===== src/rtl/reg_scoreboard_if.sv =====
// ID/WB/control bundle for the register hazard scoreboard.
// The scoreboard uses the slave side; the issuing/driving logic uses the master side.
interface reg_scoreboard_if #(
   parameter int unsigned NUM_REGS = 32,
   parameter int unsigned TOT_W    = 7
);
   localparam int unsigned IdxW = $clog2(NUM_REGS);

   logic                flush;
   logic                id_valid;
   logic [IdxW-1:0]     id_rj;
   logic                id_rj_used;
   logic [IdxW-1:0]     id_rk;
   logic                id_rk_used;
   logic                id_wreg_en;
   logic [IdxW-1:0]     id_wreg_index;
   logic                issue_fire;
   logic                wb_valid;
   logic                wb_wreg_en;
   logic [IdxW-1:0]     wb_wreg_index;
   logic                drain_req;
   logic                stall;
   logic                drain_done;
   logic [NUM_REGS-1:0] busy_vec;
   logic [TOT_W-1:0]    inflight;
   logic                underflow_err;

   modport master (
      output flush, id_valid, id_rj, id_rj_used, id_rk, id_rk_used, id_wreg_en, id_wreg_index,
             issue_fire, wb_valid, wb_wreg_en, wb_wreg_index, drain_req,
      input  stall, drain_done, busy_vec, inflight, underflow_err
   );

   modport slave (
      input  flush, id_valid, id_rj, id_rj_used, id_rk, id_rk_used, id_wreg_en, id_wreg_index,
             issue_fire, wb_valid, wb_wreg_en, wb_wreg_index, drain_req,
      output stall, drain_done, busy_vec, inflight, underflow_err
   );
endinterface


===== src/rtl/reg_scoreboard.sv =====
// Register hazard scoreboard between ID and EXE: per-GPR in-flight writer counters,
// RAW/saturation stall generation and a drain sequencer for serialising instructions.
module reg_scoreboard #(
   parameter int unsigned NUM_REGS = 32,
   parameter int unsigned CNT_W    = 2,
   parameter int unsigned TOT_W    = 7
) (
   input logic             clk,
   input logic             reset,
   reg_scoreboard_if.slave sb
);
   localparam int unsigned      IdxW   = $clog2(NUM_REGS);
   localparam logic [CNT_W-1:0] CntMax = '1;

   typedef enum logic [1:0] {StIdle, StDrain, StDone} state_e;

   state_e              r_state;
   logic                r_drain_done;
   logic                r_underflow;
   logic [CNT_W-1:0]    r_cnt [NUM_REGS];
   logic [TOT_W-1:0]    r_inflight;

   logic                w_rj_haz;
   logic                w_rk_haz;
   logic                w_rd_sat;
   logic                w_stall;
   logic                w_inc;
   logic                w_dec_req;
   logic                w_same;
   logic                w_underflow;
   logic                w_dec;
   logic                w_inc_net;
   logic [NUM_REGS-1:0] w_busy;

   // Hazards look at registered counters only; a writeback frees its consumer one cycle later.
   always_comb begin
      w_rj_haz = sb.id_rj_used && (sb.id_rj != '0) && (r_cnt[sb.id_rj] != '0);
      w_rk_haz = sb.id_rk_used && (sb.id_rk != '0) && (r_cnt[sb.id_rk] != '0);
      w_rd_sat = sb.id_wreg_en && (sb.id_wreg_index != '0) && (r_cnt[sb.id_wreg_index] == CntMax);
      w_stall  = reset || (sb.id_valid && (w_rj_haz || w_rk_haz || w_rd_sat))
                 || (r_state != StIdle);
   end

   // Issue under stall is ignored; an issue+wb pair on the same register cancels out.
   always_comb begin
      w_inc       = sb.issue_fire && !w_stall && sb.id_wreg_en && (sb.id_wreg_index != '0)
                    && (r_cnt[sb.id_wreg_index] != CntMax);
      w_dec_req   = sb.wb_valid && sb.wb_wreg_en && (sb.wb_wreg_index != '0);
      w_same      = w_inc && w_dec_req && (sb.id_wreg_index == sb.wb_wreg_index);
      w_underflow = w_dec_req && !w_same && (r_cnt[sb.wb_wreg_index] == '0);
      w_dec       = w_dec_req && !w_same && !w_underflow;
      w_inc_net   = w_inc && !w_same;
   end

   always_ff @(posedge clk) begin
      if (reset || sb.flush) begin
         for (int i = 0; i < int'(NUM_REGS); i++) begin
            r_cnt[i] <= '0;
         end
      end else begin
         if (w_inc_net) begin
            r_cnt[sb.id_wreg_index] <= r_cnt[sb.id_wreg_index] + 1'b1;
         end
         if (w_dec) begin
            r_cnt[sb.wb_wreg_index] <= r_cnt[sb.wb_wreg_index] - 1'b1;
         end
      end
   end

   always_ff @(posedge clk) begin
      if (reset || sb.flush) begin
         r_inflight <= '0;
      end else begin
         r_inflight <= r_inflight + {{(TOT_W-1){1'b0}}, w_inc_net}
                                  - {{(TOT_W-1){1'b0}}, w_dec};
      end
   end

   // Sticky across flush; only reset clears it.
   always_ff @(posedge clk) begin
      if (reset) begin
         r_underflow <= 1'b0;
      end else if (!sb.flush && w_underflow) begin
         r_underflow <= 1'b1;
      end
   end

   always_ff @(posedge clk) begin
      if (reset || sb.flush) begin
         r_state      <= StIdle;
         r_drain_done <= 1'b0;
      end else begin
         unique case (r_state)
            StIdle: begin
               r_drain_done <= 1'b0;
               if (sb.drain_req) begin
                  r_state <= StDrain;
               end
            end
            StDrain: begin
               if (r_inflight == '0) begin
                  r_state      <= StDone;
                  r_drain_done <= 1'b1;
               end
            end
            StDone: begin
               r_state      <= StIdle;
               r_drain_done <= 1'b0;
            end
            default: begin
               r_state      <= StIdle;
               r_drain_done <= 1'b0;
            end
         endcase
      end
   end

   always_comb begin
      for (int i = 0; i < int'(NUM_REGS); i++) begin
         w_busy[i] = (r_cnt[i] != '0);
      end
      w_busy[0] = 1'b0;
   end

   assign sb.stall         = w_stall;
   assign sb.drain_done    = r_drain_done;
   assign sb.busy_vec      = w_busy;
   assign sb.inflight      = r_inflight;
   assign sb.underflow_err = r_underflow;

endmodule

===== src/flat_wrapper.sv =====
// flat-port wrapper written by rule: the top's interface ports become plain ports
module reg_scoreboard_flat 
#(
   parameter int unsigned NUM_REGS = 32,
   parameter int unsigned CNT_W    = 2,
   parameter int unsigned TOT_W    = 7
)
  (clk, reset, sb_flush, sb_id_valid, sb_id_rj, sb_id_rj_used, sb_id_rk, sb_id_rk_used, sb_id_wreg_en, sb_id_wreg_index, sb_issue_fire, sb_wb_valid, sb_wb_wreg_en, sb_wb_wreg_index, sb_drain_req, sb_stall, sb_drain_done, sb_busy_vec, sb_inflight, sb_underflow_err);
  reg_scoreboard_if #(.NUM_REGS(NUM_REGS), .TOT_W(TOT_W)) sb_i ();
  input logic clk;
  input logic reset;
  input wire logic [$bits(sb_i.flush)-1:0] sb_flush;
  input wire logic [$bits(sb_i.id_valid)-1:0] sb_id_valid;
  input wire logic [$bits(sb_i.id_rj)-1:0] sb_id_rj;
  input wire logic [$bits(sb_i.id_rj_used)-1:0] sb_id_rj_used;
  input wire logic [$bits(sb_i.id_rk)-1:0] sb_id_rk;
  input wire logic [$bits(sb_i.id_rk_used)-1:0] sb_id_rk_used;
  input wire logic [$bits(sb_i.id_wreg_en)-1:0] sb_id_wreg_en;
  input wire logic [$bits(sb_i.id_wreg_index)-1:0] sb_id_wreg_index;
  input wire logic [$bits(sb_i.issue_fire)-1:0] sb_issue_fire;
  input wire logic [$bits(sb_i.wb_valid)-1:0] sb_wb_valid;
  input wire logic [$bits(sb_i.wb_wreg_en)-1:0] sb_wb_wreg_en;
  input wire logic [$bits(sb_i.wb_wreg_index)-1:0] sb_wb_wreg_index;
  input wire logic [$bits(sb_i.drain_req)-1:0] sb_drain_req;
  output wire logic [$bits(sb_i.stall)-1:0] sb_stall;
  output wire logic [$bits(sb_i.drain_done)-1:0] sb_drain_done;
  output wire logic [$bits(sb_i.busy_vec)-1:0] sb_busy_vec;
  output wire logic [$bits(sb_i.inflight)-1:0] sb_inflight;
  output wire logic [$bits(sb_i.underflow_err)-1:0] sb_underflow_err;
  assign sb_i.flush = sb_flush;
  assign sb_i.id_valid = sb_id_valid;
  assign sb_i.id_rj = sb_id_rj;
  assign sb_i.id_rj_used = sb_id_rj_used;
  assign sb_i.id_rk = sb_id_rk;
  assign sb_i.id_rk_used = sb_id_rk_used;
  assign sb_i.id_wreg_en = sb_id_wreg_en;
  assign sb_i.id_wreg_index = sb_id_wreg_index;
  assign sb_i.issue_fire = sb_issue_fire;
  assign sb_i.wb_valid = sb_wb_valid;
  assign sb_i.wb_wreg_en = sb_wb_wreg_en;
  assign sb_i.wb_wreg_index = sb_wb_wreg_index;
  assign sb_i.drain_req = sb_drain_req;
  assign sb_stall = sb_i.stall;
  assign sb_drain_done = sb_i.drain_done;
  assign sb_busy_vec = sb_i.busy_vec;
  assign sb_inflight = sb_i.inflight;
  assign sb_underflow_err = sb_i.underflow_err;
  reg_scoreboard #(.NUM_REGS(NUM_REGS), .CNT_W(CNT_W), .TOT_W(TOT_W)) u_core (.clk(clk), .reset(reset), .sb(sb_i));
endmodule

===== config.mk =====
export PLATFORM = sky130hd
export DESIGN_NAME = reg_scoreboard_flat
export DESIGN_NICKNAME = d
export VERILOG_FILES = /design/src/rtl/reg_scoreboard_if.sv /design/src/rtl/reg_scoreboard.sv /design/src/flat_wrapper.sv
export SDC_FILE = /design/constraint.sdc
export NUM_CORES = 1
export LEC_CHECK = 0
export BUFFER_PORTS_ARGS = -buffer_cell sky130_fd_sc_hd__buf_2
export CORE_ASPECT_RATIO = 1.75
export CORE_UTILIZATION = 25
export CTS_BUF_LIST = sky130_fd_sc_hd__clkbuf_2
export CTS_CLUSTER_SIZE = 30
export DETAILED_ROUTE_END_ITERATION = 12
export GPL_ROUTABILITY_DRIVEN = 0
export GPL_TIMING_DRIVEN = 1
export PLACE_DENSITY = 0.45
export RECOVER_POWER = 100
export SLEW_MARGIN = 20
export SYNTH_ARGS = -nofsm -noshare
export SYNTH_HDL_FRONTEND = slang
export SYNTH_SLANG_ARGS = --single-unit

===== constraint.sdc =====
create_clock -name clk -period 9 [get_ports clk]
set_input_delay 0.45 -clock clk [delete_from_list [all_inputs] [get_ports clk]]
set_output_delay 0.45 -clock clk [all_outputs]
set_load 0.05 [all_outputs]

==> results of run 1 <==
-- kinds of logic (layout without fill, tap and decap cells) --
logic type	count (synthesis)	after routing
fa+ha+maj	12	12
mux	43	43
other cells	1	4
xor+xnor	10	10
buf+inv	106	137
simple gates	225	225
compound gates	185	185
flops	75	75
-- worst reg2reg max path: stages, from the launching register on --
cell,delay (ns)
edfxtp_1,0.53
mux4_2,0.52
mux4_2,0.53
nand2_1,0.08
o21ai_0,0.09
a221oi_1,1.16
inv_1,0.12
ha_1,0.26
a2111oi_0,0.64
nand2_1,0.30
nor3_1,0.27
a41oi_1,1.33
o32ai_1,0.85
-- power by group through the flow --
stage | Clock [mW] | Combinational (mW) | Sequential, mW
finish | 0.202 | 0.320 | 0.416
global route | 0.216 | 0.343 | 0.418
CTS | 0.210 | 0.325 | 0.415
detailed placement | 0 | 0.323 | 0.423
global placement | 0 | 0.324 | 0.423
floorplan | 0 | 0.216 | 0.431
-- Yosys cell counts (4+ instances only) --
master,number
edfxtp_1,64
o32ai_1,59
mux4_2,42
nor3_1,42
a21oi_1,39
inv_1,39
nor2_1,38
nand2_1,37
clkbuf_1,35
o31ai_1,32
or2_2,24
buf_2,20
dfxtp_1,11
ha_1,11
nand2b_1,10
nand3_1,10
buf_1,9
nor3b_1,8
nand4_1,6
nor2b_1,6
or2_1,6
or3_1,6
xor2_1,6
a211oi_1,5
nor4_1,5
o21ai_0,5
o21bai_1,5
or3b_2,5
a31oi_1,4
and2_1,4
nor4b_1,4
o221ai_1,4
o22ai_1,4
xnor2_1,4
-- path summary, 6_finish.rpt --
check	startpoint	endpoint	slack, ns	depth (start not counted)
hold / removal	sb_flush	u_core.sb.inflight[0]$_SDFF_PP0_	0.14	3
hold reg to reg	u_core.sb.underflow_err$_SDFFE_PP0P_	u_core.sb.underflow_err$_SDFFE_PP0P_	0.51	2
setup reg to reg	u_core.r_cnt[31][0]$_DFFE_PP_	u_core.r_cnt[8][0]$_DFFE_PP_	2.09	12
setup / recovery	u_core.r_cnt[31][0]$_DFFE_PP_	u_core.r_cnt[8][0]$_DFFE_PP_	2.09	12
-- layer usage --
metal / vias to the layer above / GRT usage [%] / part of all wire, %
li1: 2658 / - / -
met1: 2961 / 22.7 / 37
met2: 297 / 36.1 / 52
met3: 55 / 3.54 / 6.3
met4: 0 / 11.6 / 4.7
met5: - / 0 / 0
-- through the flow --
step	instance area [sq um]	power, mW	worst slack, ns	util (%)
2_1_floorplan	6400	0.647	3.26	-
3_3_place_gp	6970	0.747	2.64	27.6
3_5_place_dp	6970	0.745	2.54	27.6
4_1_cts	7110	0.949	3.21	28.2
5_1_grt	7010	0.977	1.57	27.8
6_report	7010	0.938	2.09	27.8
-- layout make-up --
cell class                      instances  share of cell area (%)
Multi-Input combinational cell        478                    54.7
Sequential cell                        75                    30.5
Tap cell                              316                    5.64
Timing Repair Buffer                   80                    5.26
Inverter                               41                    2.19
Clock inverter                          7                   0.981
Clock buffer                            9                   0.642
Antenna cell                            1                  0.0357
-- sequential cells by signal (all words and copies together) (netlist names) --
| register | cells |
|---|---|
| u_core.r_cnt | 64 |
| u_core.r_state | 2 |
| u_core.sb.drain_done | 1 |
| u_core.sb.inflight | 7 |
| u_core.sb.underflow_err | 1 |
-- layout by cell type, fill, tap and decap left out, types with 8 or more instances in the layout --
master	netlist	final
nand2_1	37	37
a21oi_1	39	39
or2_2	24	24
buf_2	20	30
ha_1	11	11
nor2_1	38	38
nand2b_1	10	10
clkbuf_2	0	9
mux4_2	42	42
edfxtp_1	64	64
dfxtp_1	11	11
nor3b_1	8	8
inv_1	39	39
o31ai_1	32	32
nor3_1	42	41
nand3_1	10	10
clkbuf_1	35	43
o32ai_1	59	59
==> metrics.md, run 1 <==
| Metric | Value |
|---|---|
| CTS Buf Count | `9` |
| I/O pins | `73` |
| Congestion Overflow GR | `0` |
| FILL cells | `~2700` |
| Hold_buf cts | `2` |
| Unrepaired setup endpoints after global routing | `no` |
| Clock Skew | `0.0468 ns` |
| Synth Area in Simple Gates | `approximately a fifth` |
| Register area share after synthesis | `between 30% and 40%` |
| Routed WL | `about 26000 microns` |
| Worst path slowest cell | `a41oi_1` |
| Area Growth Syn to Fin | `9.64%` |
| Worst skew pair latency | `0.65 ns` |
| Antenna violations before repair | `1` |
| PortBufs | `71` |
| Post-CTS Setup Repair Bufs | `0` |
| Routed Antenna Nets | `0` |
| Post-synth ARST share | `0%` |
| DRC | `0` |
| Clock power share | `21.6%` |
| Top_reg_cell synth | `edfxtp_1` |
| Compound-Gate Fraction of Synth Area | `22.0%` |
| Leading post-synthesis cells by cell area | `edfxtp_1, mux4_2, o32ai_1, o31ai_1, dfxtp_1` |
| Worst slew pin tran | `3.19 ns` |
| Fin nets | `between 700 and 800` |
| Starting Density | `25.3%` |
| Final Non-Filler Cells | `1007` |
| Min-Delay Path Class | `input pin to flip-flop` |
| Main combinational cell family by area after synthesis | `compound AO/OA/AOI/OAI gates` |
| Min cycle time layout | `6.91 ns` |
| Final Slew Violations | `142` |
| P_sw | `0.380 mW` |
| Cell taking the most area after synthesis | `edfxtp_1` |
| Status | `finished with violations` |
| Syn Area/Cell | `between 9 and 10 sq um` |
| Sequential Power Share | `44.4%` |
| CP Capture Type | `flip-flop` |
| # setup viols final | `0` |
| Die W | `123 microns` |
| Mapped Area | `6400 sq um` |
| Area share of fa/ha/maj cells after synthesis | `about 2.5%` |
| CTS Sinks | `75` |
| Worst setup path category | `flip-flop to flip-flop` |
| Final Cycle Share | `between 70% and 80%` |
| HPWL Detailed | `19200 microns` |
| Synth cell types | `66` |
| Reg area | `2140 sq um` |
| Violations in the final reports | `capacitance limit, slew limit` |
| Ys Warns | `0` |
| Post-synth top area share | `30.0%` |
| Largest net degree at the start of global routing | `63` |
| Root Driver | `clkbuf_2` |
| Core Region | `25200 sq um` |
| CP top delay family | `compound AO/OA/AOI/OAI gates` |
| Post_cts resized | `0` |
| Area occupied by multi-input gates | `3840 sq um` |
| Syn Inst Count | `around 660` |
| MaxCap Viol Count | `3` |
| Vias | `5971` |
| Longest Clk Path Bufs | `2` |
| Startpoint Class | `flip-flop` |
| Placed Cells | `988` |
| CTS tree | `done` |
| Final hold slack | `roughly 0.14 ns` |
| Vias in the first global route | `5945` |
| Required time of the critical path | `9.37 ns` |
| Num rows | `77` |
| WL/cell | `25.7 microns` |
| Die area | `~26000 sq um` |
| Power per cell area | `between 100 and 150 nW/um^2` |
| Critical Path AT | `between 7 and 8 ns` |
| Post-synth EDFFs | `64` |
| P_leak | `2.29 nW` |
| Final Hold Violating Endpoints | `0` |
| Seq cells post-synth | `75` |
| Bufs and invs on worst path | `1` |
| Slew margin rel. | `-115%` |
| Peak VDD IR | `between 60 and 70 uV` |
| DR iter-0 viols | `between 600 and 700` |
| Mux share of post-synthesis cell area | `roughly 15%` |
| Sum Neg Setup Slack | `0 ns` |
| Synth Area in XOR/XNOR | `1.37%` |
| First-pass detailed-route iteration total | `7` |
| Switch share | `40.5%` |
| CP max FO | `31` |
| CP Cell Sequence | `mux4_2 > mux4_2 > nand2_1 > o21ai_0 > a221oi_1 > inv_1 > ha_1 > a2111oi_0 > nand2_1 > nor3_1 > a41oi_1 > o32ai_1` |
| Peak Freq | `145 MHz` |
| Vias per cell | `5.93` |
| Chip Height | `214 microns` |
| Total global-route track usage | `20.4%` |
| H-Tree Depth | `3` |
| Cell Int Power | `0.558 mW` |
| Reg clk slew, reported paths | `~0.25 ns` |
| First-pass GRT wire length | `38100 microns` |
| Max stage delay on crit path | `1.33 ns` |
| Fraction of layout cells with a size suffix above 1 | `19.0%` |
| Comb pwr share | `approximately a third` |
(Power assumes the default switching activity.)
==> inputs of run 2 (changes only) <==
--- a/config.mk
+++ b/config.mk
@@ -5,6 +5,7 @@
 export SDC_FILE = /design/constraint.sdc
 export NUM_CORES = 1
 export LEC_CHECK = 0
+export ABC_AREA = 1
 export BUFFER_PORTS_ARGS = -buffer_cell sky130_fd_sc_hd__buf_2
 export CORE_ASPECT_RATIO = 1.75
 export CORE_UTILIZATION = 25
==> constraint.sdc (replaced) <==
create_clock -name clk -period 6.79 [get_ports clk]
set_input_delay 0.3395 -clock clk [delete_from_list [all_inputs] [get_ports clk]]
set_output_delay 0.3395 -clock clk [all_outputs]
set_load 0.05 [all_outputs]
==> run 2 against run 1 <==
  * The run still ends with capacitance limit, slew limit left
  * Cell count rose by 32%
  * Clock skew rose by 0.0036 ns
  * Clock-buffer cell count up 1
  * Sequential cell count did not move
  * Die area up 0.60%
  * Wire length is 7.2% higher
  * First-iteration DRC count down 12%
  * Sequential power rose by 30%
  * Synthesized cell count is 46% higher
  * Hold slack improved by 0.10 ns
==> metrics.md, run 2 <==
| Metric | Value |
|---|---|
| Die W | `123 microns (+0.30%)` |
| Peak Freq | `209 MHz` |
| Min-Delay Path Class | `input pin to flip-flop` |
| Worst skew pair latency | `0.66 ns (about the same)` |
| Synth cell types | `41 (-38%)` |
| Final Hold Violating Endpoints | `0 (unchanged)` |
| I/O pins | `73 (unchanged)` |
| Final Slew Violations | `132 (-7.0%)` |
| Area Growth Syn to Fin | `10.9%` |
| P_leak | `3.11 nW (+36%)` |
| CP max FO | `93 (+200%)` |
| CTS Sinks | `75 (unchanged)` |
| Antenna violations before repair | `1 (unchanged)` |
| PortBufs | `71 (unchanged)` |
| DR iter-0 viols | `531 (-12%)` |
| Post-synth EDFFs | `64 (unchanged)` |
| Number of flip-flops in the largest register | `64 (unchanged)` |
| Core Region | `25200 sq um (unchanged)` |
| CTS Buf Count | `9 (unchanged)` |
| Syn Inst Count | `961 (+46%)` |
| Top reg by flops | `u_core.r_cnt` |
| Fraction of layout cells with a size suffix above 1 | `8.80% (-10 points)` |
| H-Tree Depth | `3 (unchanged)` |
| Total global-route track usage | `21.5% (+1.1 points)` |
| Reg clk slew, reported paths | `0.25 ns (about the same)` |
| Reg-to-reg endpoint | `u_core.r_cnt[17][0]$_DFFE_PP_` |
| Post-synth top area share | `29.9% (-0.18 points)` |
| Num rows | `77 (unchanged)` |
| Critical Path AT | `5.07 ns (-2.22 ns)` |
| Syn Area/Cell | `6.70 sq um (-31%)` |
| First-pass detailed-route iteration total | `7 (unchanged)` |
| Violations in the final reports | `capacitance limit, slew limit` |
| Peak VDD IR | `105 uV (+59%)` |
| # setup viols final | `0 (unchanged)` |
| Largest net degree at the start of global routing | `94 (+49%)` |
| Final Power | `1.23 mW (+31%)` |
| Placed Cells | `1308 (+32%)` |
| Post-synth ARST share | `0% (unchanged)` |
| Unrepaired setup endpoints after global routing | `no` |
| Status | `finished with violations` |
| CTS tree | `done` |
| Root Driver | `clkbuf_2` |
| Vias | `7012 (+17%)` |
| Sum Neg Setup Slack | `0 ns (unchanged)` |
| WL/cell | `20.9 microns (-19%)` |
| Cell taking the most area after synthesis | `edfxtp_1` |
| Required time of the critical path | `7.07 ns (-2.30 ns)` |
| Routed Antenna Nets | `0 (unchanged)` |
| FILL cells | `2854 (+5.0%)` |
| Power per cell area | `172 nW/um^2 (+29%)` |
| Hold depth | `4 (+1)` |
| Clock Skew | `0.0504 ns (+0.00360 ns)` |
| Hold EP | `u_core.sb.inflight[0]$_SDFF_PP0_` |
| Most frequent cells in the layout | `nand3_1, nand2_1, inv_1, nor2_1, edfxtp_1` |
| Congestion Overflow GR | `0 (unchanged)` |
| Ys Warns | `0 (unchanged)` |
| Longest Clk Path Bufs | `2 (unchanged)` |
| Startpoint Class | `input pin` |
| Worst setup path category | `input pin to flip-flop` |
| Final Non-Filler Cells | `1328 (+32%)` |
| Commonest non-fill, non-tap cell in the layout | `nand3_1` |
| Slew margin rel. | `-60.9% (+54 points)` |
| First-pass GRT wire length | `41400 microns (+8.6%)` |
| Min-Delay Startpoint | `sb_flush` |
| Most frequent cell after synthesis | `nand3_1` |
| Synth top cells by count | `nand3_1, nand2_1, inv_1` |
| Reg2reg path depth | `14 (+2)` |
| Fin nets | `1049 (+44%)` |
| Die area | `26400 sq um (+0.60%)` |
| HPWL Detailed | `20500 microns (+6.6%)` |
| Worst slew pin tran | `2.41 ns (-0.773 ns)` |
| Min cycle time layout | `4.79 ns` |
| Seq cells post-synth | `75 (unchanged)` |
| Vias in the first global route | `6847 (+15%)` |
| Chip Height | `214 microns (+0.30%)` |
| Vias per cell | `5.28 (-11%)` |
| Mapped Area | `6440 sq um (+0.61%)` |
| Register area share after synthesis | `33.3% (-0.20 points)` |
| Starting Density | `25.5% (+0.15 points)` |
| Post-CTS Setup Repair Bufs | `0 (unchanged)` |
| Top_reg_cell synth | `edfxtp_1` |
| Final Cycle Share | `between 70% and 80%` |
| Leading post-synthesis cells by cell area | `edfxtp_1, nand3_1, nand2_1, inv_1, nor2_1` |
| Routed WL | `27800 microns (+7.2%)` |
| CP Capture Type | `flip-flop` |
| DRC | `0 (unchanged)` |
| Setup slack, reg-to-reg | `2.19 ns (+0.10 ns)` |
| RR Startpoint | `u_core.r_cnt[14][0]$_DFFE_PP_` |
| MaxCap Viol Count | `2 (-1)` |
-- run 2: worst max path at each step --
stage | cells after the start | slack [ns] | end | startpoint
2_1_floorplan | 27 | 2.44 | u_core.sb.inflight[6]$_SDFF_PP0_ | sb_id_wreg_index[1]
3_3_place_gp | 25 | 1.58 | u_core.sb.inflight[6]$_SDFF_PP0_ | sb_id_wreg_index[1]
3_5_place_dp | 25 | 1.51 | u_core.sb.inflight[6]$_SDFF_PP0_ | sb_id_wreg_index[1]
4_1_cts | 25 | 2.28 | u_core.sb.inflight[6]$_SDFF_PP0_ | sb_id_wreg_index[1]
5_1_grt | 16 | 1.40 | u_core.r_cnt[17][0]$_DFFE_PP_ | sb_id_wreg_index[1]
6_report | 16 | 2.00 | u_core.r_cnt[17][0]$_DFFE_PP_ | sb_id_wreg_index[1]
-- run 2: repair_timing --
item                                   CTS  global route
resized for setup                        0             0
hold buffers                             3             0
endpoints found under the hold margin    2             0
-- run 2: cell families (layout without fill, tap and decap cells) --
family,after synthesis,after routing,share of synthesized area (%)
other,1,4,0.0583
flip-flops,75,75,33.3
buffers and inverters,191,239,12.4
XOR/XNOR,2,2,0.272
AO/OA/AOI/OAI,135,135,12.3
AND/OR/NAND/NOR,545,545,39.2
adder cells (fa/ha/maj),12,12,2.45
-- run 2: where the power goes --
group          leakage [nW]  switching, mW  total (mW)  internal (mW)
registers             0.800         0.0193       0.541          0.521
logic                  2.24          0.321       0.411         0.0893
clock network        0.0622          0.189       0.275         0.0859
total                  3.11          0.530        1.23          0.697
-- run 2: final cells by class --
type | instances | area (sq um) | area share (%)
clock buffers | 10 | 50.0 | 0.701
clock inverters | 6 | 65.1 | 0.911
multi-input cells | 697 | 3520 | 49.3
repair buffers | 95 | 483 | 6.76
diodes | 1 | 2.50 | 0.0351
flip-flops and latches | 75 | 2140 | 30.0
inverters | 128 | 482 | 6.75
well taps | 316 | 395 | 5.54
-- run 2: worst max-delay path: stages --
cell and delay [ns]:
clkbuf_1 0.14, nand2_1 0.54, inv_1 0.42, a22o_1 0.30, o21ai_0 0.17, nand2_1 0.09, nor4_1 0.33, inv_1 0.09
ha_1 0.27, nor3b_1 0.48, nand4_1 0.18, nand3_1 0.19, nor2_4 0.03, clkbuf_2 0.99, nand2_1 0.29, nand3_1 0.15
-- run 2: routing by layer --
layer | vias up | global-route usage, % | share of wire [%]
met5 | - | 0 | 0
met4 | 0 | 15.0 | 6.8
met2 | 283 | 37.9 | 52
met3 | 85 | 3.24 | 5.3
li1 | 3348 | - | -
met1 | 3296 | 22.7 | 36
-- run 2: metrics by stage --
stage                     util, %  instance area (sq um)  hold slack [ns]  setup slack, ns
after global placement       28.0                   7070            0.436             1.58
after CTS                    28.6                   7210            0.193             2.28
after detailed placement     28.0                   7070            0.439             1.51
final                        28.3                   7140            0.246             2.00
after floorplan                 -                   6440            0.409             2.44
after global routing         28.3                   7140            0.282             1.40
==> inputs of run 3 (changes only) <==
--- a/config.mk
+++ b/config.mk
@@ -5,7 +5,7 @@
 export SDC_FILE = /design/constraint.sdc
 export NUM_CORES = 1
 export LEC_CHECK = 0
-export ABC_AREA = 1
+export ABC_AREA = 0
 export BUFFER_PORTS_ARGS = -buffer_cell sky130_fd_sc_hd__buf_2
 export CORE_ASPECT_RATIO = 1.75
 export CORE_UTILIZATION = 25
==> constraint.sdc (replaced) <==
create_clock -name clk -period 4.6 [get_ports clk]
set_input_delay 0.23 -clock clk [delete_from_list [all_inputs] [get_ports clk]]
set_output_delay 0.23 -clock clk [all_outputs]
set_load 0.05 [all_outputs]
==> run 3 against run 2 <==
  * The run ends with DRC, setup timing left
  * Total power grew 68%
  * Wire length decreased by 10%
  * Via count fell by 12%
  * Sequential power is 48% higher
  * Utilization increased by 2.4 points
  * Worst setup slack worse by 2.2 ns
  * Global-route usage fell by 1.7 points
  * Critical path depth grew 6
  * Cell area rose by 8.5%
  * Register-to-register slack lost 2.4 ns
  * Critical path type is now flip-flop to flip-flop
==> metrics.md, run 3 (synthesis results as in run 1) <==
| Metric | Value |
|---|---|
| Status | `finished with violations` |
| Violations in the final reports | `DRC, setup timing` |
| Largest net degree at the start of global routing | `40 (-57%)` |
| CTS Buf Count | `9 (unchanged)` |
| First-pass detailed-route iteration total | `9 (+2)` |
| Busiest grt layer | `met2` |
| I/O pins | `73 (unchanged)` |
| PortBufs | `71 (unchanged)` |
| CP max FO | `2 (-98%)` |
| Peak VDD IR | `152 uV (+45%)` |
| Slew margin rel. | `37.4% (+98 points)` |
| Commonest non-fill, non-tap cell in the layout | `buf_4` |
| CTS tree | `done` |
| Final Power | `2.06 mW (+68%)` |
| Antenna violations before repair | `1 (unchanged)` |
| Core Region | `25200 sq um (unchanged)` |
| First-pass GRT wire length | `37800 microns (-8.7%)` |
| Final Hold Violating Endpoints | `0 (unchanged)` |
| Top reg by flops | `u_core.r_cnt` |
| Clock Skew | `0.0391 ns (-0.0113 ns)` |
| Comb pwr share | `34.6% (+1.1 points)` |
| Required time of the critical path | `5.17 ns (-1.90 ns)` |
| Worst path slowest cell | `mux4_2` |
| H-Tree Depth | `3 (unchanged)` |
| Unrepaired setup endpoints after global routing | `yes` |
| Pre-CTS setup slack | `-0.398 ns (-1.91 ns)` |
| Number of flip-flops in the largest register | `64 (unchanged)` |
| HPWL Detailed | `20000 microns (-2.3%)` |
| Peak Freq | `208 MHz` |
| Area Growth Syn to Fin | `21.1%` |
| CP Cell Sequence | `mux4_2 > mux4_2 > nand2_2 > o21ai_4 > a221oi_4 > inv_2 > ha_4 > a2111oi_4 > nand4_1 > a31oi_1 > o2111ai_2 > nor3b_2 > ha_1 > inv_2 > ha_4 > fa_2 > a21oi_2 > o21bai_1 > a21oi_1 > nor2_1 > or3_1 > a21oi_2` |
| Final worst slack | `-0.213 ns (-2.21 ns)` |
| Worst setup path category | `flip-flop to flip-flop` |
| FILL cells | `2705 (-5.2%)` |
| Chip Height | `214 microns (-0.30%)` |
| P_sw | `0.741 mW (+40%)` |
| Total global-route track usage | `19.8% (-1.7 points)` |
| Worst slew pin tran | `0.939 ns (-1.47 ns)` |
| Reg area | `2140 sq um (unchanged)` |
| Startpoint Class | `flip-flop` |
| Fin nets | `799 (-24%)` |
| Fraction of layout cells with a size suffix above 1 | `28.1% (+19 points)` |
| DRC | `2 (+2)` |
| Area occupied by multi-input gates | `3950 sq um (+12%)` |
| Max stage delay on crit path | `0.53 ns (-0.46 ns)` |
| MaxCap Viol Count | `0 (-2)` |
| Final Cycle Share | `105%` |
| Sum Neg Setup Slack | `-0.213 ns (-0.213 ns)` |
| Min-Delay Path Class | `input pin to flip-flop` |
| Cell Int Power | `1.32 mW (+89%)` |
| Worst skew pair latency | `0.64 ns (-0.02 ns)` |
| Most frequent cells in the layout | `buf_4, edfxtp_1, o32ai_1` |
| Routed WL | `24900 microns (-10%)` |
| Setup slack, reg-to-reg | `-0.21 ns (-2.40 ns)` |
| Min cycle time layout | `4.81 ns` |
| Vias in the first global route | `6282 (-8.3%)` |
| Routing usage on met3 | `3.80% (+0.56 points)` |
| Starting Density | `25.3% (-0.15 points)` |
| # setup viols final | `1 (+1)` |
| Final core occ | `30.7% (+2.4 points)` |
| Die area | `26300 sq um (-0.59%)` |
| Critical Path AT | `5.38 ns (+0.31 ns)` |
| CTS Sinks | `75 (unchanged)` |
| Power per cell area | `265 nW/um^2 (+55%)` |
| Vias per cell | `5.71 (+8.2%)` |
| DR iter-0 viols | `559 (+5.3%)` |
| Num rows | `77 (unchanged)` |
| Die W | `123 microns (-0.30%)` |
| WL/cell | `23.1 microns (+11%)` |
| Reg clk slew, reported paths | `0.24 ns (about the same)` |
| Congestion Overflow GR | `0 (unchanged)` |
| Sequential Power Share | `39.1% (-5.0 points)` |
| Clock power share | `26.4% (+4.0 points)` |
| Final Slew Violations | `0 (-100%)` |
| Longest Clk Path Bufs | `2 (unchanged)` |
| Vias | `6159 (-12%)` |
| GR met2 Demand/Resource | `34.6% (-3.3 points)` |
| P_leak | `2.69 nW (-13%)` |
| Final hold slack | `0.239 ns (-0.00718 ns)` |
| CP Capture Type | `flip-flop` |
| Switch share | `36.0% (-7.2 points)` |
| Routed Antenna Nets | `0 (unchanged)` |
| Root Driver | `clkbuf_2` |
| Met1 Track Usage GR | `21.2% (-1.5 points)` |
## run 3: layout make-up
cell class | count | share of cell area [%]
Antenna cell | 1 | 0.0323
Clock buffer | 10 | 0.646
Clock inverter | 6 | 1.65
Inverter | 41 | 1.99
Multi-Input combinational cell | 478 | 50.9
Sequential cell | 75 | 27.6
Tap cell | 316 | 5.10
Timing Repair Buffer | 151 | 12.0
## run 3: through the flow
step	cell area (sq um)	std cells
2_1_floorplan	6460	659
5_1_grt	7750	1078
3_5_place_dp	7480	1053
6_report	7750	1078
3_3_place_gp	7480	1053
4_1_cts	7720	1075
## run 3: path summary, 6_finish.rpt
kind         depth (start not counted)                               end                           start
max reg2reg                         22  u_core.sb.inflight[6]$_SDFF_PP0_   u_core.r_cnt[25][0]$_DFFE_PP_
max                                 22  u_core.sb.inflight[6]$_SDFF_PP0_   u_core.r_cnt[25][0]$_DFFE_PP_
min                                  4  u_core.sb.inflight[0]$_SDFF_PP0_                     sb_id_valid
min reg2reg                          1    u_core.r_state[0]$_SDFFE_PP0P_  u_core.r_state[1]$_SDFFE_PP0P_
## run 3: repair_timing
item                                   CTS  global route
hold buffers                             4             0
resized for setup                        0            11
endpoints found under the hold margin    4             0
pin swaps                                0             6
setup endpoints to repair                1             3
buffers inserted                         2             2
## run 3: routing by layer
layer  vias to the layer above  wire length (microns)
li1                       2814                      -
met1                      2995                   8950
met2                       282                  12900
met3                        68                   1560
met4                         0                   1550
met5                         -                      0
## run 3: critical path, delay by kind of cell (launching register included)
kind / cells / cell delay, ns
compound gates: 9 / 1.30
mux: 2 / 1.04
fa+ha+maj: 4 / 0.96
simple gates: 5 / 0.87
flops: 1 / 0.45
buf+inv: 2 / 0.11
## run 3: power by group through the flow
stage | Sequential [mW] | Clock (mW) | Combinational [mW]
after floorplan | 0.843 | 0 | 0.430
after CTS | 0.803 | 0.558 | 0.694
final | 0.803 | 0.543 | 0.711
after global placement | 0.818 | 0 | 0.688
after global routing | 0.809 | 0.579 | 0.760
after detailed placement | 0.818 | 0 | 0.688
